`src/rtl/cdc_debounce_edge.sv`:
```
`default_nettype none
// ============================================================================
// Module      : cdc_debounce_edge
// Description : Debounce filter for an already-synchronized bit. Produces a
//               filtered level plus registered one-cycle rise/fall strobes
//               and an abort strobe when a pending change is cancelled.
//               Filtering is counted in tick-qualified samples.
// Revision    : 1.0 - initial release
// ============================================================================
module cdc_debounce_edge #(
  parameter int   STABLE_COUNT = 4,
  parameter logic RESET_LEVEL  = 1'b0
) (
  input  logic clk,
  input  logic rst,
  input  logic tick,
  input  logic d_sync,
  output logic q,
  output logic rise,
  output logic fall,
  output logic abort
);

  localparam int CNT_WIDTH = $clog2(STABLE_COUNT);

  localparam logic [0:0] ST_STABLE  = 1'b0;
  localparam logic [0:0] ST_PENDING = 1'b1;

  // Terminal count: the sample that completes the filter window.
  localparam logic [CNT_WIDTH-1:0] CNT_LAST = CNT_WIDTH'(STABLE_COUNT - 1);

  logic [0:0]           state;
  logic [CNT_WIDTH-1:0] cnt;
  logic                 differs;

  assign differs = (d_sync != q);

  // Filter state machine; strobes default low so each lasts one cycle.
  always_ff @(posedge clk) begin
    if (rst) begin
      state <= ST_STABLE;
      cnt   <= '0;
      q     <= RESET_LEVEL;
      rise  <= 1'b0;
      fall  <= 1'b0;
      abort <= 1'b0;
    end else begin
      rise  <= 1'b0;
      fall  <= 1'b0;
      abort <= 1'b0;
      case (state)
        ST_STABLE: begin
          if (differs) begin
            state <= ST_PENDING;
            // An unqualified first sample starts the window without counting.
            cnt   <= tick ? CNT_WIDTH'(1) : '0;
          end
        end
        ST_PENDING: begin
          if (!differs) begin
            // Input returned to the held level before the window completed.
            state <= ST_STABLE;
            cnt   <= '0;
            abort <= 1'b1;
          end else if (tick) begin
            if (cnt == CNT_LAST) begin
              state <= ST_STABLE;
              cnt   <= '0;
              q     <= d_sync;
              rise  <= d_sync;
              fall  <= ~d_sync;
            end else begin
              cnt <= cnt + CNT_WIDTH'(1);
            end
          end
        end
        default: begin
          state <= ST_STABLE;
          cnt   <= '0;
        end
      endcase
    end
  end

endmodule
`default_nettype wire

```
`config.mk`:
```
export PLATFORM = sky130hd
export DESIGN_NAME = cdc_debounce_edge
export DESIGN_NICKNAME = d
export VERILOG_FILES = /design/src/rtl/cdc_debounce_edge.sv
export SDC_FILE = /design/constraint.sdc
export NUM_CORES = 1
export LEC_CHECK = 0
export CORE_AREA = 2 2 39 41
export CTS_CLUSTER_DIAMETER = 200
export DETAILED_ROUTE_END_ITERATION = 7
export DIE_AREA = 0 0 41 43
export GPL_ROUTABILITY_DRIVEN = 1
export SYNTH_ARGS = -nofsm -noshare
export SYNTH_HDL_FRONTEND = slang
export SYNTH_SLANG_ARGS = --single-unit
```
`constraint.sdc`:
```
create_clock -name clk -period 1.5 [get_ports clk]
set_clock_uncertainty 0.2 [all_clocks]
set_input_delay 0.45 -clock clk [delete_from_list [all_inputs] [get_ports clk]]
set_output_delay 0.45 -clock clk [all_outputs]
set_load 0.02 [all_outputs]
```
Word level (Yosys, flattened, before mapping)
Cells that the tools add are included.
Widths: inputs -> output; s select.
{ "word_totals": {"register_bits": 7, "latch_bits": 0, "ram_bits": 0, "mem_bits_ro": 0, "n_memories": 0} }
{ "op_classes": {"add_sub_neg": 1, "n_mul": 0, "div": 0, "order_cmp": 0, "eq_ne": 4, "shifts": 0, "mux": 12, "n_bitwise": 5, "n_reduce_logical": 4} }
{ "op_table": {"columns": ["cell", "n"], "rows": [
  ["$mux 2", 4],
  ["$mux 1", 6],
  ["$not 1->1", 5],
  ["$reduce_or 5->1", 1],
  ["$pmux 2 s2", 1],
  ["$reduce_and 4->1", 1],
  ["$ne 3x3->1 const B", 1],
  ["$add 2x1->2 const B", 1],
  ["$eq 2x2->1 const B", 1],
  ["$ne 2x2->1 const B", 1],
  ["$pmux 1 s2", 1],
  ["$reduce_and 2->1", 1],
  ["$reduce_or 2->1", 1],
  ["$ne 1x1->1", 1]
]} }

Logic depth before layout (Yosys ltp)
{ "logic_depth": {"word_depth": 5, "depth_mapped": 4, "ltp_nobuf": 4} }

Least setup slack after synthesis
Ideal clock, no wire load.
{ "synth_timing": {"kind": "register to register", "from": "register q", "to": "register cnt[0]", "setup_time_ps": 127, "arrival_ps": 1142, "t_required_ps": 1173, "setup_slack_ps": 31, "stages_incl_launch_ff": 4, "synth_period_minus_slack_ps": 1469, "path_cell_list": "dfxtp_1 -> xnor2_2 -> nor4bb_1 -> or3_1"} }
{ "synth_between": {"elab_chain_cells": 3, "word_cells_on_any_way": 6, "classes_between": "eq/ne: 3; mux: 2; reduce/logical: 1"} }
{ "synth_rtl": {"columns": ["element", "line", "source"], "rows": [
  ["start: declaration", "18", "output logic q,"],
  ["start signal: assignment", "69", "q <= d_sync;"],
  ["$ne 1x1->1 (*)", "36", "assign differs = (d_sync != q);"],
  ["$mux 2 (tied with other cells)", "60", "if (!differs) begin"],
  ["$pmux 2 s2 / $reduce_and 2->1 (equally long branches)", null, null],
  ["end signal: assignment", "56", "cnt <= tick ? CNT_WIDTH'(1) : '0;"],
  ["end signal: assignment", "73", "cnt <= cnt + CNT_WIDTH'(1);"],
  ["end: declaration", "33", "logic [CNT_WIDTH-1:0] cnt;"]
]} }
Every way passes the cells marked *; elsewhere a longest branch is shown, timed or not.
A chain may end at the register's enable or synchronous reset.

Worst setup path in the final report
{ "layout_timing": {"from": "register rise", "to": "output port rise"} }
{ "layout_lines": {"columns": ["element", "line", "source"], "rows": [
  ["start: declaration", "19", "output logic rise,"],
  ["start signal: assignment", "70", "rise <= d_sync;"]
]} }
No word-level cell between the ends.

==> results.yml <==
sta:
  rsz0062_at_grt: "false"
  setup_viol: 0
  relSlewSlack_pct: 84.21
  tns_ps: 0
  finalCritPeriodShare_pct: 97.38
  period_minus_slack_ps: 1461
  tightest_slew_ps: 233.6
  hold_viol: 0
  finalMaxSlewViolations: 0
  max_freq_ghz: 0.6846
  fin_ws_ps: 39.29
die:
  io_pins: 8
  start_util_pct: 22.97
  die_height_um: 43
  core_area_um2: 1384
  std_cell_rows: 14
  die_area_um2: 1763
  die_w_um: 41
placement:
  numPortBuffers: 7
  dp_cells: 57
  place_area_um2: 452.9
  place_ws_ps: -410.9
  gp_congestion: 0.7079
  hpwlAfterDp_um: 484.1
worst_setup_path:
  required_ps: 850
  endpoint_kind: "output pin"
  cp.arrival_ps: 810
  worstSetupPathDepth: 1
  cpMaxStageDelayCell: "dfxtp_1"
  critPathMaxStageDelay_ps: 310
  r2r-start: "q"
  path_class: "reg -> out"
  startpoint_type: "flop"
  cp-endpoint: "rise"
  worstReg2RegEnd: "cnt[0]"
  crit_fanout: 1
  r2r_cells: 4
  crit_family: "flip-flops"
  rrSetupSlack_ps: 100
  critPathBufInv: 1
  critPathLaunch: "rise"
  path_cells: "clkdlybuf4s15_2"
logic_synthesis:
  synth_cells: 28
  synth_xor_area_share_pct: 5.118
  synthDistinctLibCells: 16
  ys_seq_area_share_pct: 44.09
  syn_avg_cell_area_um2: 11.35
  async_flop_share_pct: 0
  synth_top_family_by_area: "simple AND/OR/NAND/NOR gates"
  yosys.area_share.adder_pct: 3.937
  synth_compound_area_share_pct: 6.693
  synth_edf_count: 0
  syn_area_um2: 317.8
  synth.area.mux_share_pct: 6.299
  synth-seq-cells: 7
  ys_warn_count: 0
  yosys.area_share.simple_pct: 31.50
  synth_ff_type: "dfxtp_1"
  synth_fp_nets: 33
pwr:
  p_leak_uw: 0.0002092
  ir_drop_mv: 0.5301
  powerDensity_nw_per_um2: 833.6
routing:
  drcViolationCount: 0
  vias_per_cell: 4.672
  drt_iter0_drc: 2
  drt-pass1-iter-count: 2
  avgRoutedWirePerCell_um: 10.80
  drtAntennaViolNets: 0
  vias: 285
  wl_um: 659
min_path:
  hold_path_depth: 2
  hp-class: "reg -> reg"
grt:
  grt_pass1_wl_um: 1055
  grt_antenna_before_repair: 0
  grt-ovfl-total: 0
  grt_pass1_vias: 260
  grt_max_degree: 9
  grt_usage_pct: 9.256
layout:
  layout_common_cells: "buf_4, dfxtp_1, nor4bb_1, clkbuf_4, dlygate4sd2_1"
  final_util_pct: 35.17
  syn_to_final_growth_pct: 53.15
  antenna_cells: 0
  post-route-cell-area_um2: 486.7
  nNetsFinal: 51
  drive_gt1_share_pct: 40.00
  final_common_cell: "buf_4"
  final_cells: 61
clocking:
  clock_path_buffers: 2
  numCtsBuffers: 3
  cts-root-buf: "clkbuf_4"
  insertion_delay_ps: 250
  cts.sinks: 7
  cts.clk_slew.worst_paths_ps: 50
  tritoncts: "yes"
  htreeDepth: 1
flow_run:
  maxCapViolations: 0
status:
  status: "finished, final reports clean"
## worst reg2reg max path: stages, from the launching register on
cell and delay [ps]:
dfxtp_1 300, buf_4 160, xnor2_4 190, nor4bb_1 70, or3_1 360
## metrics by stage
stage | total power, µW | hold slack [ps]
global route | 429.0 | 418.3
detailed placement | 239.7 | 354.8
CTS | 410.0 | 367.4
global placement | 239.3 | 351.5
floorplan | 215.0 | 326.7
finish | 405.7 | 383.3
## cells in the mapped netlist, types with 2 or more instances
cell      number  area, µm²
mux2i_1        2      20.02
nand3_1        2      10.01
nor4b_1        2      17.52
nor2_1         2      7.510
nor4bb_1       3      30.03
dfxtp_1        7      140.1
## cell families (layout without fill, tap and decap cells)
group	after synthesis	in the layout
AOI/OAI and AO/OA	3	3
xor gates and xnor gates	1	1
adders and majority gates	1	1
buffers and inverters	1	18
DFF	7	7
muxes	2	2
and+or+nand+nor	13	13
## registers in the layout (all words and copies together) (netlist names)
signal / flops
cnt: 2
state: 1
abort: 1
rise: 1
fall: 1
q: 1
## power by group
group          internal (µW)  total (µW)  switching, µW
clock                    102         171           69.0
combinational           23.3        42.4           19.2
sequential               190         193           2.29
## worst min-delay path by stage
stage,start,to,slack [ps]
6_report,q,rise,380
5_1_grt,q,rise,420
3_5_place_dp,q,rise,350
3_3_place_gp,q,rise,350
2_1_floorplan,d_sync,fall,330
4_1_cts,q,rise,370
## layout make-up
cell class                      count  area (µm²)
Clock buffer                        4       26.28
Fill cell                         145       897.1
Multi-Input combinational cell     20       187.7
Sequential cell                     7       141.4
Tap cell                           16       20.02
Timing Repair Buffer               14       111.4
## metal layers
layer	vias up	GRT usage, %	share of wire (%)
li1	143	-	-
met4	0	2.000	0
met3	0	7.853	3.9
met5	-	0	0
met2	5	12.19	47
met1	137	11.33	49
## repair_timing
action,4_1_cts,5_1_grt
pin swaps,2,1
setup endpoints to repair,9,4
buffers inserted,0,0
endpoints found under the hold margin,0,0
gates resized for setup,16,4
hold buffers,0,0
Note: power is estimated with default switching activity, not from simulation.
==> patch (same flow settings) <==
Register the output `abort` once more; this adds one clock of latency there. The other outputs are not delayed to match.
--- a/src/rtl/cdc_debounce_edge.sv
+++ b/src/rtl/cdc_debounce_edge.sv
@@ -29,6 +29,8 @@
   // Terminal count: the sample that completes the filter window.
   localparam logic [CNT_WIDTH-1:0] CNT_LAST = CNT_WIDTH'(STABLE_COUNT - 1);
 
+  logic abort_s0;
+
   logic [0:0]           state;
   logic [CNT_WIDTH-1:0] cnt;
   logic                 differs;
@@ -43,11 +45,11 @@
       q     <= RESET_LEVEL;
       rise  <= 1'b0;
       fall  <= 1'b0;
-      abort <= 1'b0;
+      abort_s0 <= 1'b0;
     end else begin
       rise  <= 1'b0;
       fall  <= 1'b0;
-      abort <= 1'b0;
+      abort_s0 <= 1'b0;
       case (state)
         ST_STABLE: begin
           if (differs) begin
@@ -61,7 +63,7 @@
             // Input returned to the held level before the window completed.
             state <= ST_STABLE;
             cnt   <= '0;
-            abort <= 1'b1;
+            abort_s0 <= 1'b1;
           end else if (tick) begin
             if (cnt == CNT_LAST) begin
               state <= ST_STABLE;
@@ -82,6 +84,10 @@
     end
   end
 
+  always_ff @(posedge clk) begin
+    abort <= abort_s0;
+  end
+
 endmodule
 `default_nettype wire
 
Function: changed (a bounded check fails within 4 cycles, from zero or initial values and one cycle with rst high).
==> patch against the original RTL <==
  * Count of clock-buffer cells in the layout decreased by 1
  * Sequential cell count grew 1
  * Worst setup slack worse by 0.0084 ns
  * Routed wire length is 8.6% higher
  * Hold slack lost 0.25 ns
  * Area after synthesis is 6.3% higher
  * Core utilization increased by 2.4 points
  * Combinational power grew 11%
  * Power grew 7.8%
  * Final area up 6.9%
  * First-iteration DRC count grew to 2.5 times the old value
==> patch: results (changes against the original RTL) <==
Run status
  – Status: completed

Synth
  – Compound-Gate Fraction of Synth Area: 6.296% (-0.40 points)
  – Register area share after synthesis: 47.41% (+3.3 points)
  – Commonest cells in the netlist: 8 x dfxtp_1, 3 x nor4bb_1
  – Mux contribution to synthesized area: 5.926% (-0.37 points)
  – Syn nets: 34 (+3.0%)
  – Xor and xnor area share after synthesis: 4.815% (-0.30 points)
  – Post-synthesis adder-cell area fraction: 3.704% (-0.23 points)
  – Top cells by area, synth: dfxtp_1 47%, nor4bb_1 8.9%, mux2i_1 5.9%, nor4b_1 5.2%, xnor2_2 4.8%

Layout
  – Final #Nets: 53 (+3.9%)
  – Layout cells sized above 1: 43.48% (+3.5 points)
  – Fillers: 130 (-10%)
  – Ant diodes: 0 (unchanged)
  – Number of flip-flops in the largest register: 2 (unchanged)

CTS
  – Root Driver: clkbuf_4
  – Deepest clock path buffer count: 2 (unchanged)

Drt
  – Router iterations before antenna repair: 4 (+2)
  – Total number of vias: 287 (+0.70%)
  – DR WL/cell: 11.55 um (+6.9%)
  – Iter 0 DRT Violations: 5 (+3)

Placement
  – Port bufs: 7 (unchanged)
  – Placer Congestion: 0.7871 (+11%)
  – Post-DP HPWL: 473.4 um (-2.2%)

Worst setup path
  – Maximum fanout along the worst path: 4 (+3)

Power
  – Leakage power: 0.0002215 uW (+5.8%)
  – Max VDD drop: 224.8 uV (-58%)

Global routing
  – Vias in the first global route: 252 (-3.1%)
  – GR Util All Layers: 9.337% (+0.082 points)
  – Largest net degree at the start of global routing: 10 (+1)
  – First-pass GRT wire length: 1062 um (+0.66%)

Min path
  – Tightest Hold Check Type: flop to flop

Timing
  – Worst-Margin Slew: 0.2511 ns (+0.01750 ns)
[patch: layout make-up]
class                           count  area share, %
Multi-Input combinational cell     20          36.06
Sequential cell                     8          31.01
Clock buffer                        3          4.327
Tap cell                           16          3.846
Timing Repair Buffer               15          24.76
[patch: worst paths after layout]
| check | from | to | slack, ns | cells past startpoint |
|---|---|---|---|---|
| max | cnt[0]$_SDFFE_PP0P_ | cnt[0]$_SDFFE_PP0P_ | 0.03 | 4 |
| min | abort_s0$_SDFF_PP0_ | abort$_DFF_P_ | 0.14 | 0 |
| max reg2reg | cnt[0]$_SDFFE_PP0P_ | cnt[0]$_SDFFE_PP0P_ | 0.03 | 4 |
| min reg2reg | abort_s0$_SDFF_PP0_ | abort$_DFF_P_ | 0.14 | 0 |
[patch: worst max-delay path, stage by stage (launching register included)]
cell	delay [ns]
dfxtp_1	0.37
ha_2	0.20
o21ai_0	0.06
nor4bb_1	0.14
or3_1	0.37
[patch: through the flow]
step           TNS (ns)  instance area (um^2)  setup slack (ns)  cells  util, %
2_1_floorplan         0                 337.8           0.03054     29        -
3_3_place_gp     -1.985                 480.5           -0.4142     59    34.72
3_5_place_dp     -1.902                 480.5           -0.3900     59    34.72
4_1_cts               0                 523.0          0.007982     62    37.79
5_1_grt        -0.03285                 520.5          -0.03285     62    37.61
6_report              0                 520.5           0.03087     62    37.61
[patch: logic make-up after synthesis]
logic type,after synthesis
buffers and inverters,1
AOI/OAI and AO/OA,3
and+or+nand+nor,13
xor gates and xnor gates,1
DFF,8
muxes,2
adders and majority gates,1
[patch: report_power, final]
part	internal, uW	leakage [uW]	switching [uW]
sequential	217	0.0000656	3.41
clock	91.9	0.0000138	77.7
combinational	27.3	0.000142	20.0
[patch: routing by layer]
layer	part of all wire (%)	GRT usage, %	routed length, um
met5	0	0	0
met4	2.7	10.00	19
met3	4.1	1.571	29
met2	47	10.94	338
met1	46	12.86	329
[patch: what timing repair did]
item / in CTS / in global routing
resized for setup: 18 / 3
setup buffers: 0 / 0
hold buffers: 0 / 0
endpoints found under the setup margin: 6 / 2
pin swaps: 1 / 1
